`config.mk`:
```
export PLATFORM = sky130hd
export DESIGN_NAME = proc_run_ctrl
export DESIGN_NICKNAME = d
export VERILOG_FILES = /design/src/rtl/proc_ctrl_pkg.sv /design/src/rtl/proc_cycle_counter.sv /design/src/rtl/proc_run_ctrl.sv
export SDC_FILE = /design/constraint.sdc
export NUM_CORES = 1
export LEC_CHECK = 0
export CORE_MARGIN = 3
export CORE_UTILIZATION = 53
export CTS_BUF_LIST = sky130_fd_sc_hd__clkbuf_8
export DETAILED_ROUTE_END_ITERATION = 10
export PLACE_DENSITY = 0.88
export SETUP_SLACK_MARGIN = 0.5
export SYNTH_ARGS = -nofsm -noshare
export SYNTH_HDL_FRONTEND = slang
export SYNTH_HIERARCHICAL = 1
export SYNTH_SLANG_ARGS = --single-unit
```
`constraint.sdc`:
```
create_clock -name Clk -period 6.95 [get_ports Clk]
set_input_delay 0.695 -clock Clk [delete_from_list [all_inputs] [get_ports Clk]]
set_output_delay 0.695 -clock Clk [all_outputs]
set_load 0.05 [all_outputs]
```
`src/rtl/proc_ctrl_pkg.sv`:
```
// Shared types and default sizing for the run sequencer.
package proc_ctrl_pkg;

    typedef logic [31:0] word_t;

    typedef enum logic [2:0] {
        IDLE,
        RESET,
        RUN,
        SAMPLE,
        DONE
    } state_t;

    localparam int unsigned DEF_RST_CYCLES = 1;
    localparam int unsigned DEF_CNT_W      = 16;
    localparam int unsigned DEF_SAMP_W     = 8;

endpackage

```
`src/rtl/proc_cycle_counter.sv`:
```
// Loadable down-counter that stops at zero and flags it.
module proc_cycle_counter #(
    parameter int unsigned W = 16
) (
    input  logic         Clk,
    input  logic         Reset,
    input  logic         load,
    input  logic [W-1:0] load_val,
    input  logic         dec,
    output logic         zero
);

    logic [W-1:0] count;

    // Load has priority; decrement holds once zero is reached.
    always_ff @(posedge Clk or posedge Reset) begin
        if (Reset) begin
            count <= '0;
        end else if (load) begin
            count <= load_val;
        end else if (dec && (count != '0)) begin
            count <= count - 1'b1;
        end
    end

    assign zero = (count == '0);

endmodule

```
`src/rtl/proc_run_ctrl.sv`:
```
// Reset/run/check sequencer for the SingleCycleProc core.
module proc_run_ctrl
    import proc_ctrl_pkg::*;
#(
    parameter int unsigned RST_CYCLES = DEF_RST_CYCLES,
    parameter int unsigned CNT_W      = DEF_CNT_W,
    parameter int unsigned SAMP_W     = DEF_SAMP_W
) (
    input  logic              Clk,
    input  logic              Reset,
    input  logic              start,
    input  logic [31:0]       prog_pc,
    input  logic [CNT_W-1:0]  run_cycles,
    input  logic [SAMP_W-1:0] num_samples,
    input  logic              exp_valid,
    input  logic [31:0]       exp_data,
    output logic              exp_ready,
    input  logic [31:0]       dMemOut,
    output logic              proc_reset_l,
    output logic [31:0]       proc_start_pc,
    output logic              busy,
    output logic              done,
    output logic [SAMP_W-1:0] pass_count,
    output logic [SAMP_W-1:0] fail_count,
    output logic              all_passed,
    output logic              mismatch,
    output word_t             mismatch_data,
    output logic              underrun
);

    state_t            state;
    logic [CNT_W-1:0]  run_len;
    logic [SAMP_W-1:0] samp_len;
    logic              ph_zero;
    logic              sm_zero;
    logic              start_acc;
    logic              run_over;
    logic              enter_run;
    logic              enter_sample;
    logic              go_done;
    logic              ph_load;
    logic              ph_dec;
    logic [CNT_W-1:0]  ph_val;
    logic              hit;
    logic [SAMP_W-1:0] pass_nxt;
    logic [SAMP_W-1:0] fail_nxt;

    // Counters hold "cycles remaining minus one", so a phase ends on the cycle its counter reads zero.
    always_comb begin
        start_acc    = (state == IDLE) && start;
        run_over     = ((state == RESET) && ph_zero && (run_len == '0)) ||
                       ((state == RUN) && ph_zero);
        enter_run    = (state == RESET) && ph_zero && (run_len != '0);
        enter_sample = run_over && (samp_len != '0);
        go_done      = (run_over && (samp_len == '0)) || ((state == SAMPLE) && sm_zero);
        ph_load      = start_acc || enter_run;
        ph_dec       = (state == RESET) || (state == RUN);
        ph_val       = enter_run ? (run_len - 1'b1) : CNT_W'(RST_CYCLES - 1);
        hit          = exp_valid && (dMemOut == exp_data);
        pass_nxt     = pass_count;
        fail_nxt     = fail_count;
        if (state == SAMPLE) begin
            if (hit) begin
                if (pass_count != '1) pass_nxt = pass_count + 1'b1;
            end else begin
                if (fail_count != '1) fail_nxt = fail_count + 1'b1;
            end
        end
    end

    proc_cycle_counter #(.W(CNT_W)) u_phase_cnt (
        .Clk      (Clk),
        .Reset    (Reset),
        .load     (ph_load),
        .load_val (ph_val),
        .dec      (ph_dec),
        .zero     (ph_zero)
    );

    proc_cycle_counter #(.W(SAMP_W)) u_sample_cnt (
        .Clk      (Clk),
        .Reset    (Reset),
        .load     (enter_sample),
        .load_val (samp_len - 1'b1),
        .dec      (state == SAMPLE),
        .zero     (sm_zero)
    );

    // Sequencer state and all registered outputs; DONE entry is shared by three paths, so it is applied last.
    always_ff @(posedge Clk or posedge Reset) begin
        if (Reset) begin
            state         <= IDLE;
            run_len       <= '0;
            samp_len      <= '0;
            proc_reset_l  <= 1'b0;
            proc_start_pc <= '0;
            busy          <= 1'b0;
            done          <= 1'b0;
            exp_ready     <= 1'b0;
            mismatch      <= 1'b0;
            underrun      <= 1'b0;
            pass_count    <= '0;
            fail_count    <= '0;
            all_passed    <= 1'b0;
            mismatch_data <= '0;
        end else begin
            done     <= 1'b0;
            mismatch <= 1'b0;
            case (state)
                IDLE: begin
                    proc_reset_l <= 1'b0;
                    if (start) begin
                        proc_start_pc <= prog_pc;
                        run_len       <= run_cycles;
                        samp_len      <= num_samples;
                        pass_count    <= '0;
                        fail_count    <= '0;
                        underrun      <= 1'b0;
                        all_passed    <= 1'b0;
                        busy          <= 1'b1;
                        state         <= RESET;
                    end
                end
                RESET, RUN: begin
                    if (enter_run) begin
                        state        <= RUN;
                        proc_reset_l <= 1'b1;
                    end else if (enter_sample) begin
                        state        <= SAMPLE;
                        proc_reset_l <= 1'b1;
                        exp_ready    <= 1'b1;
                    end
                end
                SAMPLE: begin
                    pass_count <= pass_nxt;
                    fail_count <= fail_nxt;
                    if (!exp_valid) begin
                        underrun <= 1'b1;
                    end else if (!hit) begin
                        mismatch      <= 1'b1;
                        mismatch_data <= dMemOut;
                    end
                end
                DONE: begin
                    state <= IDLE;
                end
                default: begin
                    state <= IDLE;
                end
            endcase
            if (go_done) begin
                state        <= DONE;
                done         <= 1'b1;
                busy         <= 1'b0;
                exp_ready    <= 1'b0;
                proc_reset_l <= 1'b0;
                all_passed   <= (pass_nxt == samp_len);
            end
        end
    end

endmodule
```
==> results of run 1 <==
[placed cells by master, fill, tap and decap left out, drive strengths merged, types with 3 or more instances in the layout]
| master | synthesis | final |
|---|---|---|
| clkbuf | 29 | 20 |
| xnor2 | 22 | 22 |
| nor2b | 6 | 6 |
| nor4b | 4 | 4 |
| clkinv | 0 | 6 |
| nand3 | 14 | 14 |
| clkinvlp | 0 | 3 |
| mux2 | 34 | 34 |
| xor2 | 47 | 47 |
| nand2 | 210 | 210 |
| buf | 2 | 5 |
| clkdlybuf4s50 | 0 | 210 |
| mux2i | 5 | 5 |
| o31ai | 7 | 7 |
| or4b | 4 | 4 |
| nand4 | 12 | 12 |
| o41ai | 3 | 3 |
| or3 | 5 | 5 |
| nand2b | 7 | 7 |
| nand3b | 5 | 5 |
| a21oi | 15 | 15 |
| dfrtp | 138 | 138 |
| a211oi | 5 | 5 |
| o21ai | 31 | 31 |
| or4 | 9 | 9 |
| o211ai | 3 | 3 |
| inv | 24 | 25 |
| nand4b | 3 | 3 |
| nor3 | 16 | 16 |
| and2 | 3 | 3 |
| nor4 | 18 | 18 |
| ha | 9 | 9 |
| a31oi | 6 | 6 |
| nor2 | 56 | 56 |
| nor3b | 4 | 4 |
[metrics by stage]
step / util / area, um^2 / hold WS [ps]
final: 0.760 / 9860 / 477
after detailed placement: 0.729 / 9460 / 463
after global placement: 0.729 / 9460 / 456
after global routing: 0.760 / 9860 / 503
after floorplan: - / 7210 / 469
after CTS: 0.760 / 9860 / 480
[metal layers]
layer | share of wire | track usage | wire length (um)
met1 | 0.38 | 0.338 | 8100
met4 | 0.031 | 0.110 | 656
met5 | 0 | 0 | 0
met3 | 0.082 | 0.117 | 1730
met2 | 0.51 | 0.493 | 10700
[power breakdown]
group / switching [W] / internal [W] / leakage (nW)
clock: 0.000313 / 0.000344 / 0.202
sequential: 0.000294 / 0.00112 / 1.77
combinational: 0.00133 / 0.000804 / 2.32
total: 0.00194 / 0.00227 / 4.29
[logic make-up (layout without fill, tap and decap cells)]
| group | Yosys count | in the layout |
|---|---|---|
| AOI/OAI and AO/OA | 89 | 89 |
| and+or+nand+nor | 382 | 382 |
| muxes | 39 | 39 |
| xor gates and xnor gates | 69 | 69 |
| DFF | 138 | 138 |
| adders and majority gates | 9 | 9 |
| buffers and inverters | 55 | 271 |
[registers in the layout, summed over array words and instances, names as in the netlist]
name                count
fail_count              8
underrun                1
pass_count              8
done                    1
all_passed              1
run_len                16
u_sample_cnt/count      8
state                   3
mismatch                1
mismatch_data          32
samp_len                8
u_phase_cnt/count      16
proc_start_pc          32
exp_ready               1
proc_reset_l            1
busy                    1
[cell type report]
class,instances,area [um^2],share of cell area
clock buffers,20,275,0.0279
flip-flops and latches,138,3450,0.350
clock inverters,12,124,0.0126
repair buffers,215,2140,0.217
inverters,24,92.6,0.00939
well taps,172,215,0.0218
multi-input cells,588,3560,0.361
[worst register-to-register path, delay by kind of cell, from the launching register on]
kind                     cells  cell delay (ps)
AO/OA/AOI/OAI                2              400
adder cells (fa/ha/maj)      1              240
buffers and inverters        3              610
flip-flops                   1              390
AND/OR/NAND/NOR              5             2590
[worst max path at each step]
stage                              start               endpoint  slack, ps  depth (start not counted)
floorplan                          Reset             all_passed       3240                          1
global placement    u_phase_cnt/count[0]  u_phase_cnt/count[13]       2750                         11
detailed placement  u_phase_cnt/count[0]  u_phase_cnt/count[13]       2640                         11
CTS                 u_phase_cnt/count[0]  u_phase_cnt/count[13]       2630                         11
global route        u_phase_cnt/count[0]  u_phase_cnt/count[13]       2370                         11
finish              u_phase_cnt/count[0]  u_phase_cnt/count[13]       2600                         11
==> results.txt, run 1 <==
----------------------------------------------------
[Layout]
  Layout cells sized above 1 ... 0.0963
  Number of filler instances in the final layout ... ~890
  Area overhead of the layout relative to synthesis ... 36.8%
  Final instance count without filler cells ... about 1.2k
  Diodes inserted ... 0
  Layout Nets ... roughly 1.1k

[Yosys]
  Most used standard cells in the synthesized netlist ... nand2_1, dfrtp_1, nor2_1
  Yosys top cell by area ... dfrtp_1
  Synthesized area ... between 7000 and 8000 um^2
  Synth Area per Inst ... 9.23 um^2
  Area share of xor/xnor cells in the synthesized design ... 0.0838
  Share of synthesized area occupied by flip-flops and latches ... 0.479
  Distinct cell type count after synthesis ... 67
  Compound-gate portion of the synthesized area ... 0.0826
  Multiplexer area fraction after synthesis ... 0.0601
  Share of flip-flops with an asynchronous set or reset after synthesis ... 1.00
  Post-synthesis simple-gate area fraction ... 0.250
  Syn Inst Count ... around 800
  Total of warnings raised by yosys ... 6
  Fraction of post-synthesis cell area in the top cell type by area ... 0.479
  Register bit total from synthesis ... 138
  Synth Area in Adders ... 0.0156
  Number of synthesized flops with an enable pin ... 0
  Synthesized Nets ... 914
  Predominant post-synthesis flop cell ... dfrtp_1
  Dominant cell by count in the synthesized netlist ... nand2_1
  Combinational family with the most area after synthesis ... simple AND/OR/NAND/NOR gates
  Largest cells by area after synthesis ... dfrtp_1, nand2_1, xor2_1, mux2_2, nor2_1

[Min path]
  Cell depth of the worst hold path ... 2
  Class of the most critical hold timing path ... flip-flop to flip-flop
  Launch instance of the worst min-delay path ... proc_start_pc[13]
  Endpoint with the worst hold slack ... proc_start_pc[13]

[Clocking]
  Clock tree buffer depth ... 2
  Register clock-pin slew on the reported worst setup and hold paths ... 80 ps
  CTS tree ... yes
  CTS sink cnt ... ~140
  Post-CTS Repair Setup Buffers ... 0
  Number of hold buffers added after CTS ... 0
  Number of buffers inserted during clock tree synthesis ... 17
  Count of H-tree levels built during CTS ... 4
  # resized after CTS ... 0
  Clock Tree Root ... clkbuf_8
  Clk_lat worst skew ... ~460 ps

[STA]
  Minimum clock period after layout ... around 4300 ps
  Final critical-path share of the clock period ... 0.626
  Unrepaired setup endpoints after global routing ... no
  Relative max-transition margin ... 0.324
  Summed negative setup slack over all endpoints ... 0 ps
  Final setup violation count ... 0
  Fin Clk Skew ... 12.7 ps
  Peak clock frequency supported by timing ... roughly 230 MHz
  Worst-margin pin slew ... between 1000 and 1500 ps
  Slack of the critical path ... 2600 ps
  Final slew viol count ... 0
  Hold violation count in the final report ... 0

[Worst setup path]
  Top Family by Delay on Critical Path ... simple AND/OR/NAND/NOR gates
  Reg2Reg Launch Point ... u_phase_cnt/count[0]
  Count of cells along the worst register-to-register path ... 11
  Slowest cell on crit path ... or4b_2
  Critical path buffer and inverter count ... 3
  Crit-path cells ... inv_1 > ha_1 > or4b_2 > or4_4 > inv_2 > or4b_2 > nand2_1 > inv_1 > nand2_1 > a21oi_1 > a311o_1
  Crit path required time ... around 7300 ps
  Worst Setup End Kind ... flip-flop
  Startpoint class of the critical path ... flip-flop
  Arrival time at the worst endpoint ... around 4700 ps
  Register-to-register path setup slack ... about 2600 ps
  CP max stage delay ... about 800 ps
  Path type of the worst setup path ... flip-flop to flip-flop
  Worst reg2reg endpoint ... u_phase_cnt/count[13]
  Crit path max fanout ... 21

[Placement]
  DP Wirelength ... ~15 mm
  Number of placed instances with taps included ... ~1.1k
  Pre-CTS setup slack ... approximately 2600 ps
  Weighted congestion at the end of routability-driven global placement ... ~0.91
  Total of buffers placed on input and output ports ... 210

[Floorplan]
  Number of top-level pins ... 211
  Effective utilization at floorplan ... 0.555
  Die Footprint ... roughly 15000 um^2
  Placement Rows ... between 40 and 50
  Y dimension of the die ... 123 um
  Std-Cell Core Area ... about 13000 um^2
  Horizontal die dimension ... between 100 and 150 um

[GRT]
  Number of antenna violations at the first check in global routing ... 0
  Number of global-route vias before repair ... 6721
  Wire length of the first global-routing pass ... 33.9 mm
  Sum of overflow across all layers after global routing ... 0
  Global-route total usage across every layer ... 0.293
  Maximum number of pins on one net before global-route repair ... 81

[Drt]
  Detailed Routing Iterations Pass 1 ... 5
  Number of remaining DRC errors ... 0
  Routed wire per std cell ... between 15 and 20 um
  DR vias ... about 6.5k
  Total routed wirelength ... ~21 mm
  Via density ... roughly 5.6
  DRC marker count from the first detailed-route iteration ... 480
  Residual antenna-violating net count after detailed routing ... 0

[Run status]
  Status ... complete, no violations

[Pwr]
  Total Power Consumption ... 0.00420 W
  Leakage ... between 4 and 5 nW
  Pwr per Cell Area ... around 430 nW/um^2
  IR Drop Worst-Case VDD ... 0.320 mV

[Flow run]
  Maximum capacitance violations ... 0

----------------------------------------------------
Power figures use the tool's default switching activity.
==> inputs of run 2 (changes only) <==
--- a/config.mk
+++ b/config.mk
@@ -6,10 +6,10 @@
 export NUM_CORES = 1
 export LEC_CHECK = 0
 export CORE_MARGIN = 3
-export CORE_UTILIZATION = 53
+export CORE_UTILIZATION = 49
 export CTS_BUF_LIST = sky130_fd_sc_hd__clkbuf_8
 export DETAILED_ROUTE_END_ITERATION = 10
-export PLACE_DENSITY = 0.88
+export PLACE_DENSITY = 0.82
 export SETUP_SLACK_MARGIN = 0.5
 export SYNTH_ARGS = -nofsm -noshare
 export SYNTH_HDL_FRONTEND = slang
==> constraint.sdc (replaced) <==
create_clock -name Clk -period 4.1 [get_ports Clk]
set_input_delay 0.41 -clock Clk [delete_from_list [all_inputs] [get_ports Clk]]
set_output_delay 0.41 -clock Clk [all_outputs]
set_load 0.05 [all_outputs]
==> results.txt, run 2 (synthesized netlist as in run 1, its figures left out) <==
----------------------------------------------------
[Flow run]
  Maximum capacitance violations ... 0 (unchanged)

[Worst setup path]
  Critical path buffer and inverter count ... 3 (unchanged)
  Arrival time at the worst endpoint ... 3840 ps (-850 ps)
  Count of cells along the worst register-to-register path ... 10 (-1)
  Slowest cell on crit path ... or4b_2
  Register-to-register path setup slack ... 600 ps (-2000 ps)
  Reg2Reg Launch Point ... u_phase_cnt/count[0]
  Path type of the worst setup path ... flip-flop to flip-flop
  Crit path max fanout ... 20 (-4.8%)
  Top Family by Delay on Critical Path ... simple AND/OR/NAND/NOR gates
  Most common cell type on the critical path ... or4b_2
  CP max stage delay ... 640 ps (-160 ps)
  Crit path required time ... 4440 ps (-2850 ps)
  Worst Setup End Kind ... flip-flop
  Worst reg2reg endpoint ... u_phase_cnt/count[13]
  Startpoint class of the critical path ... flip-flop
  Crit-path cells ... inv_1 > ha_1 > or4b_2 > or4_4 > inv_2 > or4b_2 > nand2_1 > buf_4 > nor2_1 > a311o_1

[STA]
  Relative max-transition margin ... 0.352 (+0.0279)
  Final slew viol count ... 0 (unchanged)
  Summed negative setup slack over all endpoints ... 0 ps (unchanged)
  Worst-margin pin slew ... 972 ps (-41.8 ps)
  Minimum clock period after layout ... 3500 ps (-851 ps)
  Peak clock frequency supported by timing ... 286 MHz (+24%)
  Hold violation count in the final report ... 0 (unchanged)
  Final critical-path share of the clock period ... 0.853 (+0.227)
  Fin Clk Skew ... 9.72 ps (-2.94 ps)
  Final setup violation count ... 0 (unchanged)
  Unrepaired setup endpoints after global routing ... no

[Floorplan]
  Die Footprint ... 16200 um^2 (+7.8%)
  Number of top-level pins ... 211 (unchanged)
  Y dimension of the die ... 127 um (+3.8%)
  Effective utilization at floorplan ... 0.509 (-0.0460)
  Std-Cell Core Area ... 14100 um^2 (+9.0%)
  Placement Rows ... 43 (+4.9%)
  Horizontal die dimension ... 127 um (+3.8%)

[GRT]
  Global-route total usage across every layer ... 0.253 (-0.0406)
  Number of global-route vias before repair ... 6291 (-6.4%)
  Met1 Track Usage GR ... 0.311 (-0.0277)
  Number of antenna violations at the first check in global routing ... 0 (unchanged)
  Met3 routing resource usage after global routing ... 0.0932 (-0.0234)
  Met2 Track Usage GR ... 0.412 (-0.0814)
  Maximum number of pins on one net before global-route repair ... 77 (-4.9%)
  Wire length of the first global-routing pass ... 32.4 mm (-4.4%)
  GR peak layer ... met2
  Sum of overflow across all layers after global routing ... 0 (unchanged)

[Run status]
  Status ... complete, no violations

[Drt]
  DR vias ... 6367 (-2.6%)
  Via density ... 5.39 (-3.7%)
  Residual antenna-violating net count after detailed routing ... 0 (unchanged)
  Number of remaining DRC errors ... 0 (unchanged)
  DRC marker count from the first detailed-route iteration ... 427 (-11%)
  Detailed Routing Iterations Pass 1 ... 5 (unchanged)
  Total routed wirelength ... 20.2 mm (-4.9%)
  Routed wire per std cell ... 17.1 um (-6.0%)

[Pwr]
  IR Drop Worst-Case VDD ... 0.538 mV (+68%)
  Pwr per Cell Area ... 723 nW/um^2 (+70%)
  Total Power Consumption ... 0.00719 W (+71%)
  Leakage ... 4.33 nW (+0.87%)

[Clocking]
  Number of hold buffers added after CTS ... 0 (unchanged)
  Register clock-pin slew on the reported worst setup and hold paths ... 80 ps (about the same)
  Clock Tree Root ... clkbuf_8
  CTS tree ... yes
  CTS sink cnt ... 138 (unchanged)
  Number of buffers inserted during clock tree synthesis ... 17 (unchanged)
  Count of H-tree levels built during CTS ... 4 (unchanged)
  Clock tree buffer depth ... 2 (unchanged)
  Clk_lat worst skew ... 460 ps (about the same)

[Layout]
  Biggest regs ... mismatch_data x32, proc_start_pc x32
  Layout Nets ... 1122 (+0.45%)
  Multi-input gate area ... 3560 um^2 (unchanged)
  Diodes inserted ... 0 (unchanged)
  Area used by sequential logic in the layout ... 3450 um^2 (unchanged)
  Layout cells sized above 1 ... 0.102 (+0.00551)
  Most frequent cells in the layout ... nand2_1, clkdlybuf4s50_1, dfrtp_1
  Area overhead of the layout relative to synthesis ... 38.1%
  Number of filler instances in the final layout ... 1097 (+23%)

[Placement]
  Weighted congestion at the end of routability-driven global placement ... 0.851 (-6.1%)
  Total of buffers placed on input and output ports ... 210 (unchanged)
  DP Wirelength ... 14.8 mm (-3.9%)

[Min path]
  Class of the most critical hold timing path ... input port to asynchronous set/reset pin

----------------------------------------------------
run 2: cell types whose count changed in the layout (fill, tap and decap cells not counted), sizes merged:
cell / before / now
buf: 5 / 10
clkinv: 6 / 5
inv: 25 / 24
clkinvlp: 3 / 5
bufinv: 2 / 4
clkbuf: 20 / 18
run 2: worst max path at each step:
stage,from,end,slack (ps),depth (start not counted)
floorplan,u_phase_cnt/count[0],u_phase_cnt/count[13],540,12
global placement,u_phase_cnt/count[0],u_phase_cnt/count[13],720,11
detailed placement,u_phase_cnt/count[0],u_phase_cnt/count[13],650,11
CTS,u_phase_cnt/count[0],u_phase_cnt/count[13],620,11
global route,u_phase_cnt/count[0],u_phase_cnt/count[13],510,10
finish,u_phase_cnt/count[0],u_phase_cnt/count[13],600,10
run 2: final cells by class:
type,instances,area share
inverter,24,0.00968
multi-input combinational,588,0.358
clock buffer,18,0.0249
tap,180,0.0226
timing repair buffer,220,0.220
sequential,138,0.347
clock inverter,14,0.0180
run 2: per-layer routing:
layer / wire, um / vias up
li1: - / 3079
met1: 8240 / 3040
met2: 9910 / 207
met3: 1480 / 41
met4: 535 / 0
met5: 0 / -
run 2: where the power goes:
group	switching, W	internal, W
Sequential	0.000499	0.00190
Clock	0.000540	0.000670
Combinational	0.00222	0.00136
Total	0.00326	0.00393
run 2: repair_timing:
action	CTS	global route
resized for setup	0	1
endpoints found under the setup margin	0	1
buffers inserted	0	2
run 2: per-stage QoR:
stage / setup WS [ps] / instance area [um^2] / util / hold WS (ps) / std cells
CTS: 619 / 9930 / 0.702 / 315 / 1180
finish: 602 / 9950 / 0.703 / 325 / 1182
global placement: 722 / 9510 / 0.672 / 457 / 1148
global route: 514 / 9950 / 0.703 / 342 / 1182
floorplan: 539 / 7210 / - / 226 / 781
detailed placement: 650 / 9510 / 0.672 / 462 / 1148
